`src/rtl/div_arbiter.sv`:
```
// Round-robin arbiter sharing one sequential 32-bit divider among N_REQ requesters.
// Optional DIV_ZERO_TRAP_EN: a zero divisor is answered directly, skipping the divider.
module div_arbiter #(
  parameter int N_REQ = 2
) (
  input  logic                 clk,
  input  logic                 reset,
  input  logic [N_REQ-1:0]     req,
  input  logic [32*N_REQ-1:0]  a_in,
  input  logic [32*N_REQ-1:0]  b_in,
  output logic [N_REQ-1:0]     gnt,
  output logic [N_REQ-1:0]     rsp_valid,
  output logic [31:0]          q_out,
  output logic [31:0]          r_out,
  output logic                 dz_err,
  output logic                 busy,
  output logic                 div_start,
  output logic [31:0]          div_a,
  output logic [31:0]          div_b,
  input  logic [31:0]          div_d,
  input  logic [31:0]          div_r,
  input  logic                 div_done
);

  localparam int IDX_W = (N_REQ > 1) ? $clog2(N_REQ) : 1;

  typedef enum logic [1:0] {IDLE, LAUNCH, RUN, RESP} state_t;

  state_t           state, state_nxt;
  logic [IDX_W-1:0] ptr, ptr_nxt;
  logic [N_REQ-1:0] gnt_nxt, rsp_nxt;
  logic [31:0]      q_nxt, r_nxt, a_nxt, b_nxt;
  logic             dz_nxt, start_nxt;

  logic [N_REQ-1:0] cand;
  logic [IDX_W-1:0] lo_idx, hi_idx, win_idx;
  logic             lo_found, hi_found;
  logic [N_REQ-1:0] win_onehot;
  logic [31:0]      win_a, win_b;
  logic             try_grant;

  // The owner still holds req while its response is pulsed in RESP, so it is
  // masked there; other pending requesters are granted straight from RESP.
  always_comb begin
    cand     = (state == RESP) ? (req & ~gnt) : req;
    lo_idx   = '0;
    hi_idx   = '0;
    lo_found = 1'b0;
    hi_found = 1'b0;
    for (int unsigned k = N_REQ; k > 0; k--) begin
      if (cand[k-1]) begin
        lo_idx   = IDX_W'(k-1);
        lo_found = 1'b1;
        if ((k-1) >= 32'(ptr)) begin
          hi_idx   = IDX_W'(k-1);
          hi_found = 1'b1;
        end
      end
    end
    win_idx             = hi_found ? hi_idx : lo_idx;
    win_onehot          = '0;
    win_onehot[win_idx] = 1'b1;
    win_a               = a_in[32*win_idx +: 32];
    win_b               = b_in[32*win_idx +: 32];
  end

  always_comb begin
    state_nxt = state;
    ptr_nxt   = ptr;
    gnt_nxt   = gnt;
    rsp_nxt   = '0;
    q_nxt     = q_out;
    r_nxt     = r_out;
    dz_nxt    = dz_err;
    start_nxt = div_start;
    a_nxt     = div_a;
    b_nxt     = div_b;
    try_grant = 1'b0;

    case (state)
      IDLE:   try_grant = 1'b1;
      LAUNCH: if (!div_done) state_nxt = RUN;
      RUN: begin
        if (div_done) begin
          q_nxt     = div_d;
          r_nxt     = div_r;
          dz_nxt    = 1'b0;
          rsp_nxt   = gnt;
          start_nxt = 1'b0;
          state_nxt = RESP;
        end
      end
      RESP: begin
        gnt_nxt   = '0;
        state_nxt = IDLE;
        try_grant = 1'b1;
      end
      default: state_nxt = IDLE;
    endcase

    if (try_grant && lo_found) begin
      gnt_nxt = win_onehot;
      a_nxt   = win_a;
      b_nxt   = win_b;
      ptr_nxt = (win_idx == IDX_W'(N_REQ-1)) ? '0 : win_idx + 1'b1;
`ifdef DIV_ZERO_TRAP_EN
      if (win_b == '0) begin
        start_nxt = 1'b0;
        q_nxt     = '1;
        r_nxt     = win_a;
        dz_nxt    = 1'b1;
        rsp_nxt   = win_onehot;
        state_nxt = RESP;
      end else begin
        start_nxt = 1'b1;
        state_nxt = LAUNCH;
      end
`else
      start_nxt = 1'b1;
      state_nxt = LAUNCH;
`endif
    end
  end

  always_ff @(posedge clk or posedge reset) begin
    if (reset) begin
      state     <= IDLE;
      ptr       <= '0;
      gnt       <= '0;
      rsp_valid <= '0;
      q_out     <= '0;
      r_out     <= '0;
      dz_err    <= 1'b0;
      div_start <= 1'b0;
      div_a     <= '0;
      div_b     <= '0;
    end else begin
      state     <= state_nxt;
      ptr       <= ptr_nxt;
      gnt       <= gnt_nxt;
      rsp_valid <= rsp_nxt;
      q_out     <= q_nxt;
      r_out     <= r_nxt;
      dz_err    <= dz_nxt;
      div_start <= start_nxt;
      div_a     <= a_nxt;
      div_b     <= b_nxt;
    end
  end

  assign busy = (state != IDLE);

endmodule
```
`config.mk`:
```
export PLATFORM = sky130hd
export DESIGN_NAME = div_arbiter
export DESIGN_NICKNAME = d
export VERILOG_FILES = /design/src/rtl/div_arbiter.sv
export SDC_FILE = /design/constraint.sdc
export NUM_CORES = 1
export LEC_CHECK = 0
export ABC_AREA = 1
export BUFFER_PORTS_ARGS = -buffer_cell sky130_fd_sc_hd__buf_2
export CAP_MARGIN = 20
export CORE_UTILIZATION = 35
export CTS_BUF_LIST = sky130_fd_sc_hd__clkbuf_4
export DETAILED_ROUTE_END_ITERATION = 10
export HOLD_SLACK_MARGIN = 0.08
export PLACE_DENSITY = 0.65
export SYNTH_ARGS = -nofsm -noshare
export SYNTH_HDL_FRONTEND = slang
export SYNTH_SLANG_ARGS = --single-unit
```
`constraint.sdc`:
```
create_clock -name clk -period 10.65 [get_ports clk]
set_input_delay 0.5325 -clock clk [delete_from_list [all_inputs] [get_ports clk]]
set_output_delay 0.5325 -clock clk [all_outputs]
set_load 0.05 [all_outputs]
```
==> results of run 1 <==
## how the worst max path moves through the flow
stage,slack [ns],cells after the start,end,start
after floorplan,6.48,1,div_a[0],reset
after global placement,7.76,10,div_a[12],state[1]
after detailed placement,7.74,10,div_a[12],state[1]
after CTS,7.73,10,div_b[6],state[1]
after global routing,7.46,10,div_a[28],state[1]
final,7.77,10,div_a[12],state[1]
## through the flow
stage / area (µm²) / utilization
final: 8204 / 0.4743
after global routing: 8204 / 0.4743
after CTS: 8152 / 0.4713
after detailed placement: 7906 / 0.4571
after global placement: 7906 / 0.4571
after floorplan: 6193 / -
## layer usage
layer | part of all wire | GRT usage | vias up
met1 | 0.43 | 0.2351 | 2677
met4 | 0.024 | 0.08489 | 0
met3 | 0.078 | 0.06119 | 26
met2 | 0.46 | 0.3021 | 229
li1 | - | - | 3101
met5 | 0 | 0 | -
## kinds of logic (layout without fill, tap and decap cells)
kind of cell | after synthesis | after routing | synth area share
compound gates | 5 | 5 | 0.004647
other cells | 1 | 3 | 0.0006055
buf+inv | 62 | 383 | 0.05273
simple gates | 602 | 602 | 0.3804
flops | 136 | 136 | 0.5495
fa+ha+maj | 6 | 6 | 0.01212
## sequential cells by signal, indices dropped and copies added (netlist names)
| signal | flops |
|---|---|
| div_a | 32 |
| gnt | 2 |
| state | 2 |
| rsp_valid | 2 |
| ptr | 1 |
| q_out | 32 |
| div_start | 1 |
| r_out | 32 |
| div_b | 32 |
## timing repair
item                                   in CTS  in global routing
endpoints found under the hold margin      57                  0
hold buffers                                1                  0
setup endpoints to repair                   0                  0
## power by group
part / leakage (µW) / switching (µW) / internal, µW
Sequential: 0.00170 / 124 / 754
Combinational: 0.00325 / 1380 / 393
Clock: 0.000119 / 198 / 95.0
Total: 0.00507 / 1700 / 1240
## placed cells by master (no fill, tap or decap)
master	count
inv_2	3
conb_1	1
buf_2	330
ha_1	6
nor2_1	5
inv_1	9
nand2_4	1
buf_12	1
nand2_2	2
clkbuf_4	18
clkinv_2	3
clkinvlp_4	5
o21ai_0	2
dlygate4sd3_1	1
buf_4	5
buf_16	1
a21oi_4	1
nand3_2	1
inv_6	4
diode_2	2
o21ai_1	2
dfrtp_1	136
nand3_1	67
clkinv_1	1
clkinv_4	2
nor3_1	1
nand2_1	525
## layout make-up
cell class,count,area [µm²],area share
flip-flops and latches,136,3403,0.4148
multi-input cells,614,2479,0.3021
repair buffers,338,1747,0.2129
well taps,225,281.5,0.03431
clock buffers,18,135.1,0.01647
clock inverters,14,100.1,0.01220
inverters,13,53.80,0.006558
diodes,2,5.005,0.0006100
## critical path, delay by kind of cell (launching register included)
kind	cells	cell delay, ns
simple gates	7	1.03
flops	1	0.45
buf+inv	2	0.99
fa+ha+maj	1	0.31
==> impl_results.md, run 1 <==
- Std cell rows: 48
- Reg2reg path depth: 10
- Critical path's slowest cell: nand2_2
- Pre-CTS setup slack: 7.738 ns
- Period minus WS final: 2.881 ns
- Hold WS: 0.1854 ns
- Syn_nets: 1015
- IO Count: 332
- Crit path top cell by count: nand2_1
- Top cells by count, synth: nand2_1, dfrtp_1, nand3_1
- Synthesized instance count: 812
- Synth top area share: 0.5495
- Clk_lat worst skew: 0.53 ns
- Die Wd: 135.0 µm
- CP max stage delay: 0.57 ns
- Initial Utilization: 0.3581
- Die area: 18230 µm²
- Post_cts resized: 0
- Max-Cap Viols: 0
- FF-to-FF Start: state[1]
- CTS Buf Count: 17
- Total GRT Usage: 0.1898
- Setup TNS: 0 ns
- Pwr dens: 358.3 nW/µm²
- Worst-path cell chain: ha_1 > nand2_1 > nand3_2 > buf_4 > nand2_2 > buf_4 > nand2_1 > nand2_1 > nand2_1 > nand2_1
- Fin crit share: 0.2705
- CP max FO: 65
- Count of final setup violators: 0
- CP arrival: 3.31 ns
- Synth area leader: dfrtp_1
- Hold Path Class: primary input to flip-flop
- CP Launch Type: flip-flop
- Kind of critical path: flip-flop to flip-flop
- Die height: 135.0 µm
- Cell Area, Synth: 6193 µm²
- Hpwl dp: 11760 µm
- Required @ worst endpoint: 11.08 ns
- Slew Limit Fails: 0
- PortBufs: 330
- Core ar.: 17300 µm²
- ANT nets after route: 0
- Clk Tree Root Cell: clkbuf_4
- Final Hold Viols: 0
- Clk pin slew, worst setup/hold paths: 0.13 ns
- Slew @ Worst Pin: 1.015 ns
- WL per Instance: 12.65 µm
- Yosys reg bits: 136
- Initial antenna violation count: 2
- R2R Setup Slk: 7.77 ns
- Synth warnings: 0
- Vias per cell: 4.436
- Routability congestion estimate: 0.7757
- Fraction of registers with async set/reset: 1.000
- PnR worst setup slack: 7.769 ns
- Status: complete, no violations
- Mean post-synth cell area: 7.627 µm²
- First-pass GRT wire length: 26980 µm
- Via count: 6033
- Worst hold stages: 3
- Largest net degree at the start of global routing: 80
- DRC: 0
- CTS H-tree depth: 4
- RSZ-0062 raised after global routing: false
- Drt pass-1 iters: 4
- Vias in the first global route: 5486
- FMAX: 0.3471 GHz
- Max rail drop VDD: 0.0002903 V
- Top post-synthesis cells by area: dfrtp_1, nand2_1, nand3_1
- Final WL: 17210 µm
- P&R area growth vs syn: 32.46%
- Leakage Power: 0.005069 µW
- Post-synth cell types: 19
- Dpl cells: 1323
- CTS tree: built
- EDFF count, synth: 0
- Setup crit end kind: flip-flop
- Worst flop-to-flop path endpoint: div_a[12]
- Hold_sp: div_r[13]
- Clock skew: 0.02027 ns
- Clock buffer depth: 2
- Layout cells sized above 1: 0.3327
- Drt initial violations: 251
- Power, Total: 2940 µW
- Final cell count without fillers: 1360
- Top-count cell post-synth: nand2_1
- Post-CTS Setup Repair Bufs: 0
- GRT overflow: 0
- Worst rel slew slack: 0.3225
- Worst Hold Path EP: r_out[13]
- Ys flop type: dfrtp_1
- Post-synthesis sequential area ratio: 0.5495
- Nets: 1323
- Fill cell count: 1730
- Total clock sinks: 136
(Power assumes the default switching activity.)
==> run 2: changes to the inputs <==
--- a/config.mk
+++ b/config.mk
@@ -12,7 +12,7 @@
 export CTS_BUF_LIST = sky130_fd_sc_hd__clkbuf_4
 export DETAILED_ROUTE_END_ITERATION = 10
 export HOLD_SLACK_MARGIN = 0.08
-export PLACE_DENSITY = 0.65
+export PLACE_DENSITY = 0.68
 export SYNTH_ARGS = -nofsm -noshare
 export SYNTH_HDL_FRONTEND = slang
 export SYNTH_SLANG_ARGS = --single-unit
==> constraint.sdc (replaced) <==
create_clock -name clk -period 2.4 [get_ports clk]
set_input_delay 0.12 -clock clk [delete_from_list [all_inputs] [get_ports clk]]
set_output_delay 0.12 -clock clk [all_outputs]
set_load 0.05 [all_outputs]
==> run 2 against run 1 <==
Register-to-register slack got worse by 7.6 ns. Cell area increased by 29%. Utilization increased by 14 points. Flip-flop and latch count unchanged. Via count increased by 24%. Wire length increased by 36%. Maximum frequency increased by 27%. Critical path type unchanged.
==> impl_results.md, run 2 (same netlist as run 1, synthesis figures left out) <==
- Critical path buffers and inverters: 2
- Final cell count without fillers: 1575
- Slew Limit Fails: 0
- Layout cells sized above 1: 0.2871
- Clk pin slew, worst setup/hold paths: 0.14 ns
- CP arrival: 2.75 ns
- Hold Path Class: primary input to flip-flop
- Pwr dens: 1362 nW/µm²
- Count of final setup violators: 0
- Nets: 1538
- Drt initial violations: 415
- Status: complete, no violations
- Leakage Power: 0.006033 µW
- Required @ worst endpoint: 2.89 ns
- Period minus WS final: 2.264 ns
- Worst-path cell chain: ha_4 > nand2_1 > nand3_2 > nand2_4 > buf_16 > nand2_1 > nand2_1 > dlygate4sd3_1 > nand2_1 > nand2_1
- Commonest non-fill, non-tap cell in the layout: nand2_1
- Routability congestion estimate: 0.7953
- DRC: 0
- Highest-count cells in the layout ignoring fill and taps: nand2_1, buf_2, dlygate4sd3_1
- Vias per cell: 4.745
- Setup crit end kind: flip-flop
- Setup TNS: 0 ns
- Final Hold Viols: 0
- WL per Instance: 14.90 µm
- CTS H-tree depth: 4
- Hpwl dp: 13000 µm
- FMAX: 0.4418 GHz
- Die height: 135.0 µm
- RSZ-0062 raised after global routing: false
- Max-Cap Viols: 0
- CTS Buf Count: 17
- Crit path top cell by count: nand2_1
- P&R area growth vs syn: 70.38%
- GRT overflow: 0
- Die Wd: 135.0 µm
- Largest net degree at the start of global routing: 71
- IO Count: 332
- Area occupied by multi-input gates: 2496 µm²
- Critical path's slowest cell: dlygate4sd3_1
- First-pass GRT wire length: 35960 µm
- CP max FO: 27
- Fill cell count: 1412
- Worst rel slew slack: 0.5438
- Total clock sinks: 136
- Kind of critical path: flip-flop to flip-flop
- Max rail drop VDD: 0.001179 V
- Core ar.: 17300 µm²
- CTS tree: built
- Initial antenna violation count: 2
- CP max stage delay: 0.54 ns
- Via count: 7473
- Clock buffer depth: 2
- PortBufs: 330
- Total GRT Usage: 0.2529
- FF/Latch Area: 3403 µm²
- Fin crit share: 0.9432
- Delay-heaviest family, CP: buffers and inverters
- Clock skew: 0.02058 ns
- Dpl cells: 1332
- Drt pass-1 iters: 5
- ANT nets after route: 0
- Std cell rows: 48
- Die area: 18230 µm²
- Clk_lat worst skew: 0.54 ns
- Initial Utilization: 0.3581
- Finished Core Util: 0.6101
- Slew @ Worst Pin: 0.6843 ns
- CP Launch Type: flip-flop
- Vias in the first global route: 7479
- Clk Tree Root Cell: clkbuf_4
- Final WL: 23470 µm
==> run 2: changes by cell type in the layout (fill, tap and decap cells not counted), sizes merged <==
cell	delta
buf	+6
clkinv	-5
bufinv	+4
clkbuf	+2
dlygate4sd3	+207
inv	+3
clkinvlp	-2
==> run 2: worst paths after layout <==
kind                               start  depth (start not counted)   endpoint  slack (ns)
worst min register to register  div_b[7]                          2   div_b[7]        0.48
max in group asynchronous          reset                          4   q_out[9]        1.53
worst max-delay path            state[1]                         10   div_a[5]        0.14
worst min-delay path              req[1]                          5     gnt[1]        0.15
worst max register to register  state[1]                         10   div_a[5]        0.14
min in group asynchronous          reset                          3  q_out[24]        0.16
==> run 2: final cells by class <==
class,instances,share of cell area
tap,225,0.02668
sequential,136,0.3225
inverter,13,0.004980
clock buffer,18,0.01281
timing repair buffer,553,0.3761
clock inverter,14,0.01992
antenna,2,0.0004743
multi-input combinational,614,0.2365
==> run 2: what timing repair did <==
item / 4_1_cts / 5_1_grt
setup buffers: 0 / 0
setup endpoints to repair: 0 / 13
hold buffers: 208 / 0
resized for setup: 0 / 7
endpoints found under the hold margin: 266 / 0
==> run 2: power breakdown <==
group,switching (µW),internal [µW],leakage (µW)
clock network,938,870,0.000179
registers,597,3350,0.00170
logic,6400,2220,0.00415
total,7940,6430,0.00603
==> run 2: worst reg2reg max path: cells and delay by family (launching register included) <==
family                     cells  cell delay [ns]
buffers and inverters          2             0.77
and+or+nand+nor                7             0.76
adders and majority gates      1             0.22
DFF                            1             0.48
==> run 2: metal layers <==
layer / global-route usage / vias up / wire [µm]
met5: 0 / - / 0
met1: 0.2843 / 3424 / 9083
met2: 0.4316 / 441 / 11330
met3: 0.07808 / 77 / 2135
li1: - / 3531 / -
met4: 0.1305 / 0 / 914
==> run 2: per-stage QoR <==
stage | hold slack [ns] | area, µm² | power, µW | setup WS [ns]
6_report | 0.1522 | 10550 | 14370 | 0.1364
5_1_grt | 0.1168 | 10550 | 15250 | 0.001064
4_1_cts | 0.1057 | 10490 | 14280 | 0.02133
3_5_place_dp | 0.2033 | 8060 | 12090 | 0.5130
3_3_place_gp | 0.2015 | 8060 | 11970 | 0.5652
2_1_floorplan | 0.2296 | 6197 | 10050 | 0.5869
==> run 3: changes to the inputs <==
--- a/config.mk
+++ b/config.mk
@@ -8,11 +8,12 @@
 export ABC_AREA = 1
 export BUFFER_PORTS_ARGS = -buffer_cell sky130_fd_sc_hd__buf_2
 export CAP_MARGIN = 20
-export CORE_UTILIZATION = 35
+export CORE_AREA = 2 2 129 131
 export CTS_BUF_LIST = sky130_fd_sc_hd__clkbuf_4
 export DETAILED_ROUTE_END_ITERATION = 10
+export DIE_AREA = 0 0 131 133
 export HOLD_SLACK_MARGIN = 0.08
-export PLACE_DENSITY = 0.68
+export PLACE_DENSITY = 0.73
 export SYNTH_ARGS = -nofsm -noshare
 export SYNTH_HDL_FRONTEND = slang
 export SYNTH_SLANG_ARGS = --single-unit
==> run 3 against run 2 <==
Hold slack better by 0.12 ns. Via count fell by 2.7%. Combinational power is 0.5% higher. Clock power down 15%. Register-to-register slack improved by 0.03 ns. Largest power group unchanged. Die area fell by 4.4%.
==> impl_results.md, run 3 (same netlist as run 1, synthesis figures left out) <==
- Post-CTS Setup Repair Bufs: 0
- Total clock sinks: 136
- Pwr dens: 1375 nW/µm²
- Worst rel slew slack: 0.5292
- Clk pin slew, worst setup/hold paths: 0.12 ns
- GRT overflow: 0
- CP max FO: 35
- Clock buffer depth: 2
- Count of final setup violators: 0
- Drt pass-1 iters: 5
- Finished Core Util: 0.6357
- Clock skew: 0.02244 ns
- Hpwl dp: 12540 µm
- Largest net degree at the start of global routing: 137
- Hold Path Class: primary input to flip-flop
- IO Count: 332
- Die area: 17420 µm²
- Status: complete, no violations
- Initial Utilization: 0.3830
- Vias in the first global route: 7059
- CTS Buf Count: 17
- Core ar.: 16170 µm²
- Dpl cells: 1326
- Die height: 133 µm
- Routability congestion estimate: 0.7945
- Clock network power share: 0.109
- Net Switching: 7850 µW
- Initial antenna violation count: 4
- Final WL: 22380 µm
- Cell internal pwr: 6291 µW
- Commonest non-fill, non-tap cell in the layout: nand2_1
- Setup TNS: 0 ns
- CP Launch Type: flip-flop
- Die Wd: 131 µm
- Clk Tree Root Cell: clkbuf_4
- Setup crit end kind: flip-flop
- P&R area growth vs syn: 66.00%
- Total GRT Usage: 0.2507
- Slew @ Worst Pin: 0.7062 ns
- Switch share: 0.5551
- ANT nets after route: 0
- Kind of critical path: flip-flop to flip-flop
- DRC: 0
- Highest-count cells in the layout ignoring fill and taps: nand2_1, buf_2, dlygate4sd3_1
- Via count: 7273
- WL per Instance: 14.36 µm
- FMAX: 0.4483 GHz
- Std cell rows: 47
- Max-Cap Viols: 0
- CTS H-tree depth: 4
- Layout cells sized above 1: 0.2886
- Fin crit share: 0.9295
- Drt initial violations: 342
- First-pass GRT wire length: 34000 µm
- Required @ worst endpoint: 2.86 ns
- Clk_lat worst skew: 0.53 ns
- Final cell count without fillers: 1558
- CP arrival: 2.70 ns
- Nets: 1524
- Max rail drop VDD: 0.0007644 V
- Final Hold Viols: 0
- PortBufs: 330
- Leakage Power: 0.005962 µW
- Vias per cell: 4.668
- Sequential Power Share: 0.279
- Fraction of power consumed by combinational cells: 0.612
- Period minus WS final: 2.231 ns
- CTS tree: built
- Slew Limit Fails: 0
- RSZ-0062 raised after global routing: false
## run 3: final cells by class
| type | count | area (µm²) |
|---|---|---|
| Clock inverter | 12 | 142.6 |
| Tap cell | 220 | 275.3 |
| Fill cell | 1300 | 5891 |
| Antenna cell | 4 | 10.01 |
| Multi-Input combinational cell | 614 | 2481 |
| Clock buffer | 20 | 150.1 |
| Timing Repair Buffer | 539 | 3766 |
| Sequential cell | 136 | 3403 |
| Inverter | 13 | 52.55 |
## run 3: worst paths after layout
kind	slack, ns	cells after the start	to	startpoint
max	0.17	10	div_b[14]	state[1]
min in group asynchronous	0.34	4	r_out[29]	reset
min	0.27	5	gnt[1]	req[0]
max in group asynchronous	1.52	4	gnt[1]	reset
min reg2reg	0.48	2	q_out[22]	q_out[22]
max reg2reg	0.17	10	div_b[14]	state[1]
## run 3: power groups by stage
stage / logic [µW] / clock network (µW) / registers [µW]
floorplan: 2630 / 0 / 7420
global placement: 7900 / 0 / 3950
detailed placement: 8020 / 0 / 3940
CTS: 8550 / 1600 / 3920
global route: 9290 / 1700 / 4060
finish: 8660 / 1540 / 3940
## run 3: routing by layer
layer	vias up	routed length (µm)	global-route usage
li1	3503	-	-
met1	3326	8682	0.2874
met2	381	10910	0.4266
met3	63	1922	0.07198
met4	0	867	0.1182
met5	-	0	0
## run 3: repair_timing
item                       CTS  global route
hold endpoints to repair   266             0
resized for setup            0             9
setup endpoints to repair    0            64
hold buffers               196             0
## run 3: metrics by stage
step / total power [µW] / setup WS (ns) / hold slack (ns) / instance area, µm²
2_1_floorplan: 10050 / 0.5869 / 0.2296 / 6197
3_3_place_gp: 11850 / 0.6631 / 0.3148 / 7984
3_5_place_dp: 11960 / 0.5996 / 0.3194 / 7984
4_1_cts: 14070 / 0.09491 / 0.2097 / 10240
5_1_grt: 15060 / 0.01612 / 0.2612 / 10280
6_report: 14140 / 0.1693 / 0.2748 / 10280
## run 3: critical path, stage by stage, from the launching register on
cell           delay (ns)
dfrtp_1              0.46
ha_2                 0.24
nand2_1              0.11
nand3_2              0.13
nand2_2              0.13
buf_8                0.22
nand2_1              0.10
nand2_1              0.08
dlygate4sd3_1        0.57
nand2_1              0.06
nand2_1              0.07
